`src/rtl/hazard_tnew_tracker.sv`:
```
// Hazard tracker for the 5-stage MIPS pipeline: consumes the decoder's Tuse/Tnew/RegWrite/RegDst
// for the instruction in D, tracks {we, wa, tnew} of the instructions in E, M and W, and drives
// the D-stage stall plus the D- and E-stage forwarding selects.
// Optional feature: define STALL_STATS_EN to add the saturating stall_cnt output.
module hazard_tnew_tracker #(
    parameter int unsigned ADDR_W = 5,
    parameter int unsigned TNEW_W = 2,
    parameter int unsigned CNT_W  = 32
) (
    input  logic              clk,
    input  logic              reset_n,
    input  logic              hold,
    input  logic [ADDR_W-1:0] d_rs,
    input  logic [ADDR_W-1:0] d_rt,
    input  logic [TNEW_W-1:0] d_tuse_rs,
    input  logic [TNEW_W-1:0] d_tuse_rt,
    input  logic              d_regwrite,
    input  logic [ADDR_W-1:0] d_wa,
    input  logic [TNEW_W-1:0] d_tnew,
    output logic              stall,
    output logic [1:0]        fwd_rs_d,
    output logic [1:0]        fwd_rt_d,
    output logic [1:0]        fwd_rs_e,
    output logic [1:0]        fwd_rt_e
`ifdef STALL_STATS_EN
    ,
    output logic [CNT_W-1:0]  stall_cnt
`endif
);

    // All-ones Tuse marks an operand the D instruction does not read.
    localparam logic [TNEW_W-1:0] TuseNone = '1;

    logic              e_we_q, e_we_d, m_we_q, m_we_d, w_we_q, w_we_d;
    logic [ADDR_W-1:0] e_wa_q, e_wa_d, m_wa_q, m_wa_d, w_wa_q, w_wa_d;
    logic [TNEW_W-1:0] e_tnew_q, e_tnew_d, m_tnew_q, m_tnew_d, w_tnew_q, w_tnew_d;
    logic [ADDR_W-1:0] e_rs_q, e_rs_d, e_rt_q, e_rt_d;
    logic              e_live, m_live, w_live;
    logic              stall_rs, stall_rt;

    function automatic logic [TNEW_W-1:0] sat_dec(input logic [TNEW_W-1:0] x);
        return (x == '0) ? '0 : x - TNEW_W'(1);
    endfunction

    // Producer still too far from its result for the consumer's Tuse.
    function automatic logic late(input logic live, input logic [ADDR_W-1:0] wa,
                                  input logic [TNEW_W-1:0] tnew, input logic [ADDR_W-1:0] src,
                                  input logic [TNEW_W-1:0] tuse);
        return live && (wa == src) && (tnew > tuse);
    endfunction

    // Producer holds a finished result for this source.
    function automatic logic ready(input logic live, input logic [ADDR_W-1:0] wa,
                                   input logic [TNEW_W-1:0] tnew, input logic [ADDR_W-1:0] src);
        return live && (wa == src) && (tnew == '0);
    endfunction

    assign e_live = e_we_q && (e_wa_q != '0);
    assign m_live = m_we_q && (m_wa_q != '0);
    assign w_live = w_we_q && (w_wa_q != '0);

    // Stall decision per D source; W never stalls since its tnew is always 0.
    always_comb begin
        stall_rs = 1'b0;
        stall_rt = 1'b0;
        if (d_tuse_rs != TuseNone && d_rs != '0) begin
            stall_rs = late(e_live, e_wa_q, e_tnew_q, d_rs, d_tuse_rs) ||
                       late(m_live, m_wa_q, m_tnew_q, d_rs, d_tuse_rs);
        end
        if (d_tuse_rt != TuseNone && d_rt != '0) begin
            stall_rt = late(e_live, e_wa_q, e_tnew_q, d_rt, d_tuse_rt) ||
                       late(m_live, m_wa_q, m_tnew_q, d_rt, d_tuse_rt);
        end
        stall = stall_rs || stall_rt;
    end

    // Forwarding selects: youngest ready producer wins; $0 is never forwarded.
    always_comb begin
        fwd_rs_d = 2'b00;
        fwd_rt_d = 2'b00;
        fwd_rs_e = 2'b00;
        fwd_rt_e = 2'b00;
        if (d_rs != '0) begin
            if (ready(e_live, e_wa_q, e_tnew_q, d_rs))      fwd_rs_d = 2'b01;
            else if (ready(m_live, m_wa_q, m_tnew_q, d_rs)) fwd_rs_d = 2'b10;
            else if (ready(w_live, w_wa_q, w_tnew_q, d_rs)) fwd_rs_d = 2'b11;
        end
        if (d_rt != '0) begin
            if (ready(e_live, e_wa_q, e_tnew_q, d_rt))      fwd_rt_d = 2'b01;
            else if (ready(m_live, m_wa_q, m_tnew_q, d_rt)) fwd_rt_d = 2'b10;
            else if (ready(w_live, w_wa_q, w_tnew_q, d_rt)) fwd_rt_d = 2'b11;
        end
        // A live record never has wa==0, so E.rs/E.rt==0 cannot match here.
        if (ready(m_live, m_wa_q, m_tnew_q, e_rs_q))      fwd_rs_e = 2'b10;
        else if (ready(w_live, w_wa_q, w_tnew_q, e_rs_q)) fwd_rs_e = 2'b11;
        if (ready(m_live, m_wa_q, m_tnew_q, e_rt_q))      fwd_rt_e = 2'b10;
        else if (ready(w_live, w_wa_q, w_tnew_q, e_rt_q)) fwd_rt_e = 2'b11;
    end

    // Pipeline advance: hold freezes everything, stall inserts a bubble into E.
    always_comb begin
        e_we_d   = e_we_q;
        e_wa_d   = e_wa_q;
        e_tnew_d = e_tnew_q;
        e_rs_d   = e_rs_q;
        e_rt_d   = e_rt_q;
        m_we_d   = m_we_q;
        m_wa_d   = m_wa_q;
        m_tnew_d = m_tnew_q;
        w_we_d   = w_we_q;
        w_wa_d   = w_wa_q;
        w_tnew_d = w_tnew_q;
        if (!hold) begin
            w_we_d   = m_we_q;
            w_wa_d   = m_wa_q;
            w_tnew_d = sat_dec(m_tnew_q);
            m_we_d   = e_we_q;
            m_wa_d   = e_wa_q;
            m_tnew_d = sat_dec(e_tnew_q);
            if (stall) begin
                e_we_d   = 1'b0;
                e_wa_d   = '0;
                e_tnew_d = '0;
                e_rs_d   = '0;
                e_rt_d   = '0;
            end else begin
                e_we_d   = d_regwrite;
                e_wa_d   = d_wa;
                e_tnew_d = sat_dec(d_tnew);
                e_rs_d   = d_rs;
                e_rt_d   = d_rt;
            end
        end
    end

    // Stage record registers with synchronous active-low reset.
    always_ff @(posedge clk) begin
        if (!reset_n) begin
            e_we_q   <= 1'b0;
            e_wa_q   <= '0;
            e_tnew_q <= '0;
            e_rs_q   <= '0;
            e_rt_q   <= '0;
            m_we_q   <= 1'b0;
            m_wa_q   <= '0;
            m_tnew_q <= '0;
            w_we_q   <= 1'b0;
            w_wa_q   <= '0;
            w_tnew_q <= '0;
        end else begin
            e_we_q   <= e_we_d;
            e_wa_q   <= e_wa_d;
            e_tnew_q <= e_tnew_d;
            e_rs_q   <= e_rs_d;
            e_rt_q   <= e_rt_d;
            m_we_q   <= m_we_d;
            m_wa_q   <= m_wa_d;
            m_tnew_q <= m_tnew_d;
            w_we_q   <= w_we_d;
            w_wa_q   <= w_wa_d;
            w_tnew_q <= w_tnew_d;
        end
    end

`ifdef STALL_STATS_EN
    logic [CNT_W-1:0] cnt_q;

    // Saturating count of cycles in which the pipeline actually stalled.
    always_ff @(posedge clk) begin
        if (!reset_n) begin
            cnt_q <= '0;
        end else if (!hold && stall && cnt_q != '1) begin
            cnt_q <= cnt_q + CNT_W'(1);
        end
    end

    assign stall_cnt = cnt_q;
`endif

endmodule

```
`config.mk`:
```
export PLATFORM = sky130hd
export DESIGN_NAME = hazard_tnew_tracker
export DESIGN_NICKNAME = d
export VERILOG_FILES = /design/src/rtl/hazard_tnew_tracker.sv
export SDC_FILE = /design/constraint.sdc
export NUM_CORES = 1
export LEC_CHECK = 0
export ABC_AREA = 1
export CORE_ASPECT_RATIO = 0.6
export CORE_MARGIN = 10
export CORE_UTILIZATION = 50
export DETAILED_ROUTE_END_ITERATION = 8
export PLACE_DENSITY = 0.77
export SLEW_MARGIN = 0
export SYNTH_ARGS = -nofsm -noshare
export SYNTH_HDL_FRONTEND = slang
export SYNTH_SLANG_ARGS = --single-unit
```
`constraint.sdc`:
```
create_clock -name clk -period 2 [get_ports clk]
set_input_delay 0.5 -clock clk [delete_from_list [all_inputs] [get_ports clk]]
set_output_delay 0.5 -clock clk [all_outputs]
set_load 0.05 [all_outputs]
```
==> results of run 1 <==
==> report_power, final <==
part	internal, uW	switching (uW)	total, uW
combinational	257	298	555
clock	278	266	544
sequential	712	65.9	778
total	1250	630	1880
==> routing by layer <==
metal  vias to the layer above  track usage (%)  part of all wire (%)
met4                         0             6.24                   1.6
met3                        19             6.11                    11
met2                       158             32.7                    43
met5                         -                0                     0
met1                      1357             26.6                    44
li1                       1359                -                     -
==> cell usage in the layout, fill, tap and decap left out, types with 2 or more instances in the layout <==
cell type,Yosys,routed
inv_4,0,5
xnor2_1,9,7
dfxtp_2,0,7
o21ai_2,0,2
buf_2,0,12
nor2_2,4,9
nand4_1,11,11
nor3_1,3,2
inv_1,42,26
dfxtp_4,0,12
nor2_1,39,34
xor2_1,18,18
o22ai_1,4,4
inv_2,7,18
nand2_2,3,3
a21oi_1,32,27
clkbuf_8,0,6
o21a_1,2,2
nand2_1,60,58
nand2_4,2,3
ha_4,0,5
nand3_1,19,19
clkdlybuf4s50_1,0,10
xnor2_2,0,2
buf_4,3,45
a21oi_2,9,14
o21ai_0,21,19
ha_1,8,3
dfxtp_1,34,15
buf_6,2,5
nand3_2,10,10
buf_12,0,9
==> stage by stage <==
step           hold WS [ns]  std cells
5_1_grt               0.531        506
6_report              0.506        506
3_5_place_dp          0.500        488
3_3_place_gp          0.480        488
2_1_floorplan         0.455        369
4_1_cts               0.507        501
==> cells by family after synthesis <==
kind of cell / synth area share, %
adder cells (fa/ha/maj): 3.98
AO/OA/AOI/OAI: 17.6
AND/OR/NAND/NOR: 30.4
buffers and inverters: 11.5
flip-flops: 27.1
XOR/XNOR: 9.41
==> worst paths after layout <==
path / startpoint / endpoint / slack [ns] / cells past startpoint
max: w_wa_q[1] / fwd_rt_e[0] / -0.28 / 6
min: e_rt_q[2] / e_rt_q[2] / 0.51 / 2
max reg2reg: m_tnew_q[0] / e_wa_q[0] / 0.15 / 13
min reg2reg: e_rt_q[2] / e_rt_q[2] / 0.51 / 2
==> state kept, by name, indices dropped and copies added (netlist names) <==
signal / cells
e_rs_q: 5
e_rt_q: 5
e_tnew_q: 2
e_wa_q: 5
e_we_q: 1
m_tnew_q: 2
m_wa_q: 5
m_we_q: 1
w_tnew_q: 2
w_wa_q: 5
w_we_q: 1
==> layout make-up <==
| cell class | instances | area share [%] |
|---|---|---|
| flip-flops and latches | 34 | 20.4 |
| clock inverters | 1 | 0.139 |
| repair buffers | 83 | 20.9 |
| clock buffers | 7 | 2.40 |
| well taps | 63 | 2.19 |
| multi-input cells | 268 | 48.4 |
| inverters | 50 | 5.57 |
==> what timing repair did <==
item / 4_1_cts / 5_1_grt
setup buffers: 5 / 7
pin swaps: 25 / 20
resized for setup: 92 / 44
endpoints found under the setup margin: 27 / 24
==> worst register-to-register path, delay by kind of cell (launching register included) <==
family | cells | cell delay (ns)
compound gates | 3 | 0.40
flops | 1 | 0.36
buf+inv | 5 | 0.56
fa+ha+maj | 1 | 0.15
simple gates | 4 | 0.30
==> impl_metrics.ini, run 1 <==
[status]
status = finished, violations left
violations = negative setup slack

[finish]
drive_gt1_share_pct = 40.4
post-route-util_pct = 76.3
seq_area_um2 = 734
fillers = 379
final_nets = 475
final_area_um2 = 3590
syn2layout_area_growth_pct = 43.0
multi_input_area_um2 = 1740
antennaDiodeCount = 0

[sta]
rsz0062_at_grt = yes
layout_setup_ws_ns = -0.279
setup_viol = 9
setup_tns_ns = -1.55
worst_pin_slew_ns = 0.465
min_period_ns = 2.28
period_share_pct = 114
slew_violations = 0
relSlewSlack_pct = 69.0
fmax_mhz = 439
fin_worst_skew_ns = 0.00748
hold_viol = 0

[worst_setup_path]
cp.required_ns = 1.50
cp_data_arrival_time_ns = 1.78
cp_slowest_cell = dfxtp_4
endpoint_kind = output port
critPathLaunchType = register
cp_num_buf_inv = 2
worstPathCellList = buf_6 > xor2_1 > nor4_1 > nand3_1 > a31oi_4 > buf_12
crit_fanout = 5
cpPeakStageDelay_ns = 0.35
path_class = reg -> out
cp_top_family = simple AND/OR/NAND/NOR gates

[floorplan]
num_rows = 19
boundaryPins = 34
core_area_um2 = 4710
die_w_um = 112
die-area_um2 = 8350
die_y_um = 74.9
start_util_pct = 53.4

[grt]
grt_max_degree = 30
grt_util_all_layers_pct = 20.6
first_global_vias = 2702
gr-total-overflow = 0
grt_pass1_wl_mm = 13.8
antenna_found_initial = 0

[power_and_ir_drop]
p_leak_uw = 0.00166
power_density_nw_per_um2 = 522
power_uw = 1880
ir_worst_vdd_uv = 376

[synthesis]
synthFlopType = dfxtp_1
synth_most_common_cell = nand2_1
netlist.area_leader.share_pct = 27.1
syn_area_um2 = 2510
avgSynthCellArea_um2 = 6.81
synthArstFlopShare_pct = 0
synthTopCellsByCount = 60 x nand2_1, 42 x inv_1, 39 x nor2_1
synth_warnings = 0
synth-edff-count = 0
synth_area_leaders = dfxtp_1 27%, nand2_1 9.0%, a21oi_1 6.4%
synth_top_area_cell = dfxtp_1
synth_cells = 369
yosysUniqueCellTypes = 38
yosysSeqAreaShare_pct = 27.1
synth_nets = 402
synth-seq-cells = 34

[routing]
num_vias = 2893
wl_per_cell_um = 17.6
ant_nets = 0
drc = 0
first_iter_violations = 280
dr.pass1.iters = 6
wirelength_mm = 8.93
viasPerCell = 5.72

[cts]
clkLatencyLatePin_ns = 0.30
tritoncts = yes
cts-buffers-inserted = 5
clockBufferDepth = 2
clk_pin_slew_ns = 0.07
htreeDepth = 2
root_buffer = clkbuf_8
holdBufCountCts = 0
cts_sinks = 34

[hold_path]
hp-class = reg -> reg

[placed_design]
io_buffers = 33
placed_area_um2 = 3260
detailed_place_hpwl_mm = 6.43
place_ws_ns = -0.564
globalplace.congestion = 0.967

[run]
maxCapViolCount = 0
Note: power is estimated with default switching activity, not from simulation.
==> run 2, diff against run 1 <==
--- a/config.mk
+++ b/config.mk
@@ -11,6 +11,8 @@
 export CORE_UTILIZATION = 50
 export DETAILED_ROUTE_END_ITERATION = 8
 export PLACE_DENSITY = 0.77
+export REMOVE_ABC_BUFFERS = 1
+export SETUP_SLACK_MARGIN = 0.5
 export SLEW_MARGIN = 0
 export SYNTH_ARGS = -nofsm -noshare
 export SYNTH_HDL_FRONTEND = slang
==> run 2 against run 1 <==
Compared with the run above:
- the run still ends with negative setup slack left
- sequential cell count stayed put
- register-to-register slack better by 0.04 ns
- via count is 8.6% higher
- power is 18% higher
- utilization is 9.6 points higher
- global-route usage is 2.7 points higher
- wire length is 21% higher
- design area is 13% higher
- final cell count is 2.6% higher
- maximum frequency is 1.3% lower
- die area stayed put
- critical endpoint is now fwd_rt_d[1]
- largest power group is now the clock network
- highest routed layer unchanged
==> impl_metrics.ini, run 2 (synthesis gave the netlist of run 1 again) <==
[status]
status = finished, violations left
violations = negative setup slack

[worst_setup_path]
worstPathCellList = inv_2 > nand2_1 > nand2_1 > nor2_1 > nand2_1 > nor2_4 > nand4_1 > nand2_1 > inv_2 > buf_12
cp_slowest_cell = dfxtp_4
reg2reg_depth = 14
r2r-start = e_wa_q[0]
cp_common_cell = nand2_1
reg2reg_slack_ns = 0.19
cp_num_buf_inv = 3
crit_fanout = 3
cpPeakStageDelay_ns = 0.39
cp.required_ns = 1.50
cp_data_arrival_time_ns = 1.81
cp_top_family = simple AND/OR/NAND/NOR gates
r2r-end = e_rt_q[3]
path_class = reg -> out
critPathLaunchType = register
endpoint_kind = output port

[finish]
antennaDiodeCount = 0
drive_gt1_share_pct = 50.9
fillers = 241
most-common-layout-cells = 50 x nand2_1, 50 x buf_4, 34 x nor2_1
final_area_um2 = 4050
syn2layout_area_growth_pct = 61.1
final_nets = 488

[grt]
grt_max_degree = 30
grt_util_all_layers_pct = 23.2
grt_pass1_wl_mm = 15.7
antenna_found_initial = 0
gr-total-overflow = 0
first_global_vias = 2978

[sta]
slew_violations = 0
worst_pin_slew_ns = 0.340
min_period_ns = 2.31
layout_setup_ws_ns = -0.309
rsz0062_at_grt = yes
fin_worst_skew_ns = 0.0114
setup_viol = 9
relSlewSlack_pct = 77.3
period_share_pct = 115
setup_tns_ns = -2.15
hold_viol = 0
fmax_mhz = 433

[cts]
clk_pin_slew_ns = 0.08
htreeDepth = 2
tritoncts = yes
cts-buffers-inserted = 5
root_buffer = clkbuf_8
cts_sinks = 34
clockBufferDepth = 2
clkLatencyLatePin_ns = 0.31

[placed_design]
place_ws_ns = -0.649
io_buffers = 33
placed_area_um2 = 3260
detailed_place_hpwl_mm = 6.53
globalplace.congestion = 1.01

[floorplan]
boundaryPins = 34
start_util_pct = 53.4
num_rows = 19
die-area_um2 = 8350
die_y_um = 74.9
die_w_um = 112
core_area_um2 = 4710

[routing]
dr.pass1.iters = 6
wirelength_mm = 10.8
viasPerCell = 6.05
wl_per_cell_um = 20.7
drc = 0
first_iter_violations = 478
ant_nets = 0
num_vias = 3141

[power_and_ir_drop]
power_uw = 2210
ir_worst_vdd_uv = 554
p_leak_uw = 0.00184
power_density_nw_per_um2 = 546

[run]
maxCapViolCount = 0

[hold_path]
hold_path.startpoint = e_wa_q[4]
hp-class = reg -> reg
hold_path_end = e_wa_q[4]
min_path_cells = 2
-- run 2: cell types whose count changed in the layout (fill, tap and decap cells not counted), moves of 7 or more --
cell     change
a21oi_1      -7
a21oi_2      +7
nand2_1      -8
nand2_2      +8
nand3_1     -12
nand3_2     +11
-- run 2: repair_timing --
action | in CTS | in global routing
pin swaps | 38 | 20
setup endpoints to repair | 27 | 27
buffers inserted | 10 | 3
hold buffers | 0 | 0
gates cloned | 3 | 0
gates resized for setup | 164 | 50
-- run 2: worst register-to-register path: stages, from the launching register on --
cell	delay, ns
dfxtp_4	0.39
inv_2	0.06
nand2_1	0.09
nand2_1	0.07
nor2_1	0.10
nand2_1	0.10
nor2_4	0.12
buf_4	0.12
nand3_2	0.05
nand2_2	0.10
nand2_4	0.08
buf_12	0.15
buf_16	0.14
nand3_2	0.08
a21oi_2	0.05
-- run 2: metal layers --
layer / vias up / GRT usage (%) / share of wire [%]
met5: - / 0 / 0
met4: 0 / 8.94 / 3.5
met3: 42 / 7.30 / 12
met2: 236 / 36.1 / 43
met1: 1483 / 29.8 / 41
li1: 1380 / - / -
-- run 2: worst max path at each step --
stage,to,from,slack [ns],cells after the start
6_report,fwd_rt_d[1],e_wa_q[0],-0.31,10
3_5_place_dp,fwd_rt_d[0],d_rt[3],-0.65,10
4_1_cts,fwd_rs_e[0],m_wa_q[1],-0.19,9
2_1_floorplan,fwd_rs_d[1],d_rs[1],-0.59,4
3_3_place_gp,stall,d_tuse_rs[1],-0.66,10
5_1_grt,fwd_rt_d[1],e_wa_q[2],-0.34,10
-- run 2: through the flow --
| stage | cells | hold WS (ns) | utilization, % |
|---|---|---|---|
| 5_1_grt | 519 | 0.553 | 86.0 |
| 2_1_floorplan | 352 | 0.455 | - |
| 3_5_place_dp | 495 | 0.483 | 69.2 |
| 3_3_place_gp | 495 | 0.477 | 69.2 |
| 6_report | 519 | 0.540 | 86.0 |
| 4_1_cts | 516 | 0.509 | 81.8 |
-- run 2: area by class of cell --
| class | count | area (um^2) | share of cell area (%) |
|---|---|---|---|
| multi-input combinational | 268 | 1930 | 47.7 |
| inverter | 50 | 205 | 5.07 |
| tap | 63 | 78.8 | 1.95 |
| sequential | 34 | 742 | 18.3 |
| clock inverter | 3 | 68.8 | 1.70 |
| clock buffer | 5 | 68.8 | 1.70 |
| timing repair buffer | 96 | 952 | 23.5 |
-- run 2: report_power, final --
| group | switching [uW] | internal (uW) |
|---|---|---|
| Combinational | 339 | 291 |
| Clock | 298 | 500 |
| Sequential | 73.5 | 711 |
==> variant 1, RTL diff (config.mk and constraints of run 1) <==
Change the parameter `TNEW_W` from 2 to 4.
--- a/src/rtl/hazard_tnew_tracker.sv
+++ b/src/rtl/hazard_tnew_tracker.sv
@@ -4,7 +4,7 @@
 // Optional feature: define STALL_STATS_EN to add the saturating stall_cnt output.
 module hazard_tnew_tracker #(
     parameter int unsigned ADDR_W = 5,
-    parameter int unsigned TNEW_W = 2,
+    parameter int unsigned TNEW_W = 4,
     parameter int unsigned CNT_W  = 32
 ) (
     input  logic              clk,
Interface: changed (resized d_tnew, d_tuse_rs and d_tuse_rt); port bits go from 34 to 40. No check against the original RTL was run, so the function may have changed too.
==> variant 1 against run 1 <==
- the flow still finishes with violations (negative setup slack)
- combinational power up 44%
- setup slack worse by 0.12 ns
- die area up 22%
- final area up 32%
- power up 32%
- sequential cell count up 6
- routed wire length up 29%
- synthesized area up 29%
- largest power group unchanged
==> variant 1: results (changes against run 1) <==
- Hold crit path type: reg2reg
- First drt pass iteration count: 6 (unchanged)
- Clk pin slew, worst setup/hold paths: 0.09 ns (+0.02 ns)
- Launch point of the critical path: d_tuse_rs[3]
- Cell variety after synth: 31 (-18%)
- Static leakage: 2.18 nW (+32%)
- Normalized max-slew margin: 63.5% (-5.5 points)
- Met3 WL post-DR: 944 um (-3.8%)
- Sum Neg Setup Slack: -2.52 ns (-0.970 ns)
- CP arrival: 1.89 ns (+0.11 ns)
- RR Startpoint: m_tnew_q[1]$_SDFFE_PN0N_
- Num CTS Buffers: 5 (unchanged)
- PnR worst setup slack: -0.394 ns (-0.115 ns)
- Status: finished with violations
- Root Driver: clkbuf_8
- Commonest cells in the netlist: nand2_1, inv_1, nor2_1, dfxtp_1, a21oi_1
- Layout net count: 613 (+29%)
- Post-synthesis sequential area ratio: 24.8% (-2.3 points)
- Crit-path max FO: 2 (-3)
- Net switching power: 0.841 mW (+34%)
- Clk Latency, worst-skew pair: 0.31 ns
- Critical path's slowest cell: ha_4
- First-pass GRT wire length: 17000 um (+23%)
- Layout cells sized above 1: 41.4% (+1.0 points)
- Top cells by area, synth: dfxtp_1, nand2_1, ha_1, inv_1, nand3_2
- Yosys warns: 0 (unchanged)
- Ant diodes: 0 (unchanged)
- Final WL: 11500 um (+29%)
- Grt met1 use: 30.0% (+3.5 points)
- Final setup viols: 9 (unchanged)
- Synth Flop Type: dfxtp_1
- Violated checks: negative setup slack
- Met2 WL post-DR: 5110 um (+32%)
- Final Skew: 0.0104 ns (+0.00291 ns)
- Initial antenna violation count: 0 (unchanged)
- Hold path startpoint: e_we_q$_SDFFE_PN0N_
- Total track usage: 21.3% (+0.71 points)
- Largest net degree at the start of global routing: 58 (+93%)
- Port Buffers: 39 (+18%)
- Net count after synthesis: 527 (+31%)
- Vias per inst: 5.50 (-3.8%)
- Top Family by Delay on Critical Path: simple AND/OR/NAND/NOR gates
- Met3 GRT Util: 4.00% (-2.1 points)
- CP max stage delay: 0.27 ns (-0.08 ns)
- Max rail drop VDD: 351 uV (-6.7%)
- Met1 WL: 5090 um (+29%)
- Vias in the first global route: 3372 (+25%)
- DP HPWL: 7900 um (+23%)
- Clk buf depth: 2 (unchanged)
- M2 GR Usage: 33.0% (+0.35 points)
- Asr flop ratio synth: 0% (unchanged)
- H-tree depth: 2 (unchanged)
- Gpl congestion: 1.04 (+7.1%)
- Top sig layer: met5
- DRT iter0 DRCs: 445 (+59%)
[variant 1: worst paths after layout]
kind                       endpoint  slack (ns)  cells past startpoint
max reg2reg  e_rt_q[2]$_SDFFE_PN0N_        0.02                     11
min reg2reg     e_we_q$_SDFFE_PN0N_        0.51                      2
max                           stall       -0.39                     12
min             e_we_q$_SDFFE_PN0N_        0.51                      2
[variant 1: repair_timing]
item | CTS | global route
setup endpoints to repair | 29 | 28
pin swaps | 40 | 19
setup buffers | 5 | 5
hold buffers | 0 | 0
resized for setup | 119 | 37
[variant 1: cell type report]
cell class,count,area [um2]
fill,438,1470
sequential,40,841
tap,84,105
clock buffer,6,82.6
multi-input combinational,349,2400
timing repair buffer,103,995
clock inverter,2,38.8
inverter,65,259
[variant 1: logic make-up (layout without fill, tap and decap cells)]
logic type      count (synthesis)  count (layout)  synth area share, %
compound gates                 83              83                 15.6
xor+xnor                       32              32                 8.67
fa+ha+maj                      18              18                 6.97
buf+inv                        89             176                 12.0
flops                          40              40                 24.8
simple gates                  216             216                 32.0
[variant 1: worst min-delay path: stages, from the launching register on]
cell     delay, ns
dfxtp_1       0.33
nand2_1       0.09
a21oi_2       0.05
[variant 1: power by group through the flow]
stage          combinational [mW]  sequential, mW  clock, mW
3_5_place_dp                0.657           0.935          0
6_report                    0.801           0.929      0.737
2_1_floorplan               0.407           0.902          0
5_1_grt                     0.862           0.934      0.773
3_3_place_gp                0.642           0.932          0
4_1_cts                     0.717           0.920      0.737
[variant 1: stage by stage]
step | setup WS [ns] | cells | cell area, um2
after floorplan | -0.230 | 478 | 3300
after global placement | -0.718 | 631 | 4150
after detailed placement | -0.762 | 631 | 4150
after CTS | -0.331 | 644 | 4560
after global routing | -0.464 | 649 | 4730
final | -0.394 | 649 | 4730
==> variant 2, RTL diff (config.mk and constraints of run 1) <==
Without the edit above. The option `STALL_STATS_EN` is turned on by a define.
--- a/src/rtl/hazard_tnew_tracker.sv
+++ b/src/rtl/hazard_tnew_tracker.sv
@@ -2,6 +2,8 @@
 // for the instruction in D, tracks {we, wa, tnew} of the instructions in E, M and W, and drives
 // the D-stage stall plus the D- and E-stage forwarding selects.
 // Optional feature: define STALL_STATS_EN to add the saturating stall_cnt output.
+`define STALL_STATS_EN
+
 module hazard_tnew_tracker #(
     parameter int unsigned ADDR_W = 5,
     parameter int unsigned TNEW_W = 2,
Function (old outputs only; new: stall_cnt): kept (equiv_simple and equiv_induct, registers matched by name and starting in step).
==> variant 2 against run 1 <==
- the flow still finishes with violations (negative setup slack)
- cell count up 93%
- setup slack got worse by 0.088 ns
- sequential cell count up 32
- routed wire length rose by 100%
- clock skew is 0.00050 ns lower
- power rose by 110%
- non-clock buffer count increased by 49
- final area up 98%
- combinational power is 14% higher
- fmax fell by 3.7%
- synthesized area increased by 86%
- synthesized cell count increased by 100%
- critical path type unchanged
==> variant 2: results (changes against run 1) <==
- H-tree depth: 3 (+1)
- Final WL: 18100 um (+100%)
- Top cells by area, synth: dfxtp_1, nand2_1, inv_1, nor2_1, nand3_1
- Status: finished with violations
- First-pass GRT wire length: 24500 um (+77%)
- Gpl congestion: 1.08 (+12%)
- Violated checks: negative setup slack
- Setup Fix Bufs, Post-CTS: 2 (-3)
- Layout net count: 889 (+87%)
- Hold path startpoint: e_rs_q[0]$_SDFFE_PN0N_
- Reg2reg setup slack: -0.20 ns (-0.35 ns)
- DP Cell Count: 938 (+92%)
- Final Skew: 0.00698 ns (-0.000503 ns)
- Via count: 5754 (+99%)
- Sum Neg Setup Slack: -8.43 ns (-6.87 ns)
- Port Buffers: 65 (+97%)
- Num CTS Buffers: 9 (+4)
- Layout cells sized above 1: 37.4% (-3.0 points)
- CP arrival: 1.87 ns (+0.09 ns)
- PnR worst setup slack: -0.367 ns (-0.0876 ns)
- RR Startpoint: m_wa_q[0]$_SDFFE_PN0N_
- Launch point of the critical path: w_wa_q[0]$_SDFFE_PN0N_
- Final setup viols: 59 (+50)
- Worst R2R Path Depth: 16 (+3)
- Post-synthesis sequential area ratio: 28.3% (+1.3 points)
- Fin crit period: 2.37 ns (+0.0876 ns)
- Worst-Margin Slew: 0.354 ns (-0.110 ns)
- # resized after CTS: 64 (-30%)
- Static leakage: 3.15 nW (+90%)
- Net count after synthesis: 784 (+95%)
- DP HPWL: 10900 um (+70%)
- Hold EP: e_rs_q[0]$_SDFFE_PN0N_
- Max rail drop VDD: 488 uV (+30%)
- Vias in the first global route: 4965 (+84%)
- Fill cells: 609 (+61%)
- Root Driver: clkbuf_16
- Largest net degree at the start of global routing: 55 (+83%)
- DRT iter0 DRCs: 818 (+190%)
- Clk Latency, worst-skew pair: 0.35 ns (+0.05 ns)
## variant 2: changes by cell type in the layout (fill, tap and decap cells not counted), sizes merged, moves of 5 or more
cell / delta
dfxtp: +32
nand3: +42
nand2: +107
nor3: +6
inv: +87
buf: +33
clkinv: +5
nand4: +37
xor2: +5
nor2: +54
o21ai: -8
clkbuf: +16
## variant 2: logic make-up after synthesis
| group | after synthesis | share of synthesized area [%] |
|---|---|---|
| simple gates | 401 | 39.8 |
| buf+inv | 177 | 15.8 |
| compound gates | 66 | 7.87 |
| flops | 66 | 28.3 |
| xor+xnor | 31 | 5.83 |
| fa+ha+maj | 9 | 2.42 |
## variant 2: power by group
group	leakage (nW)	switching (mW)	internal, mW	total (mW)
Combinational	2.43	0.362	0.274	0.635
Clock	0.171	0.668	1.23	1.90
Sequential	0.550	0.0691	1.35	1.42
## variant 2: per-stage QoR
step	area, um2	setup slack, ns
after global routing	7120	-0.388
final	7120	-0.367
after CTS	6230	-0.314
after detailed placement	5700	-0.584
after global placement	5700	-0.582
after floorplan	4750	-0.0906
## variant 2: routing by layer
metal / share of wire [%] / vias to the layer above / track usage [%]
met5: 0 / - / 0
met4: 2.6 / 0 / 6.53
met2: 44 / 421 / 32.8
li1: - / 2597 / -
met1: 41 / 2661 / 30.0
met3: 13 / 75 / 7.27
## variant 2: worst register-to-register path, delay by kind of cell, from the launching register on
family                 cells  cell delay, ns
AOI/OAI and AO/OA          1            0.16
buffers and inverters      7            0.85
DFF                        1            0.35
and+or+nand+nor            8            0.77
## variant 2: cell type report
type	count	area (um2)	area share (%)
Clock buffer	9	225	3.16
Clock inverter	7	125	1.76
Inverter	136	541	7.59
Multi-Input combinational cell	507	3250	45.7
Sequential cell	66	1380	19.4
Tap cell	116	145	2.04
Timing Repair Buffer	132	1410	19.7
Timing Repair inverter	3	48.8	0.685
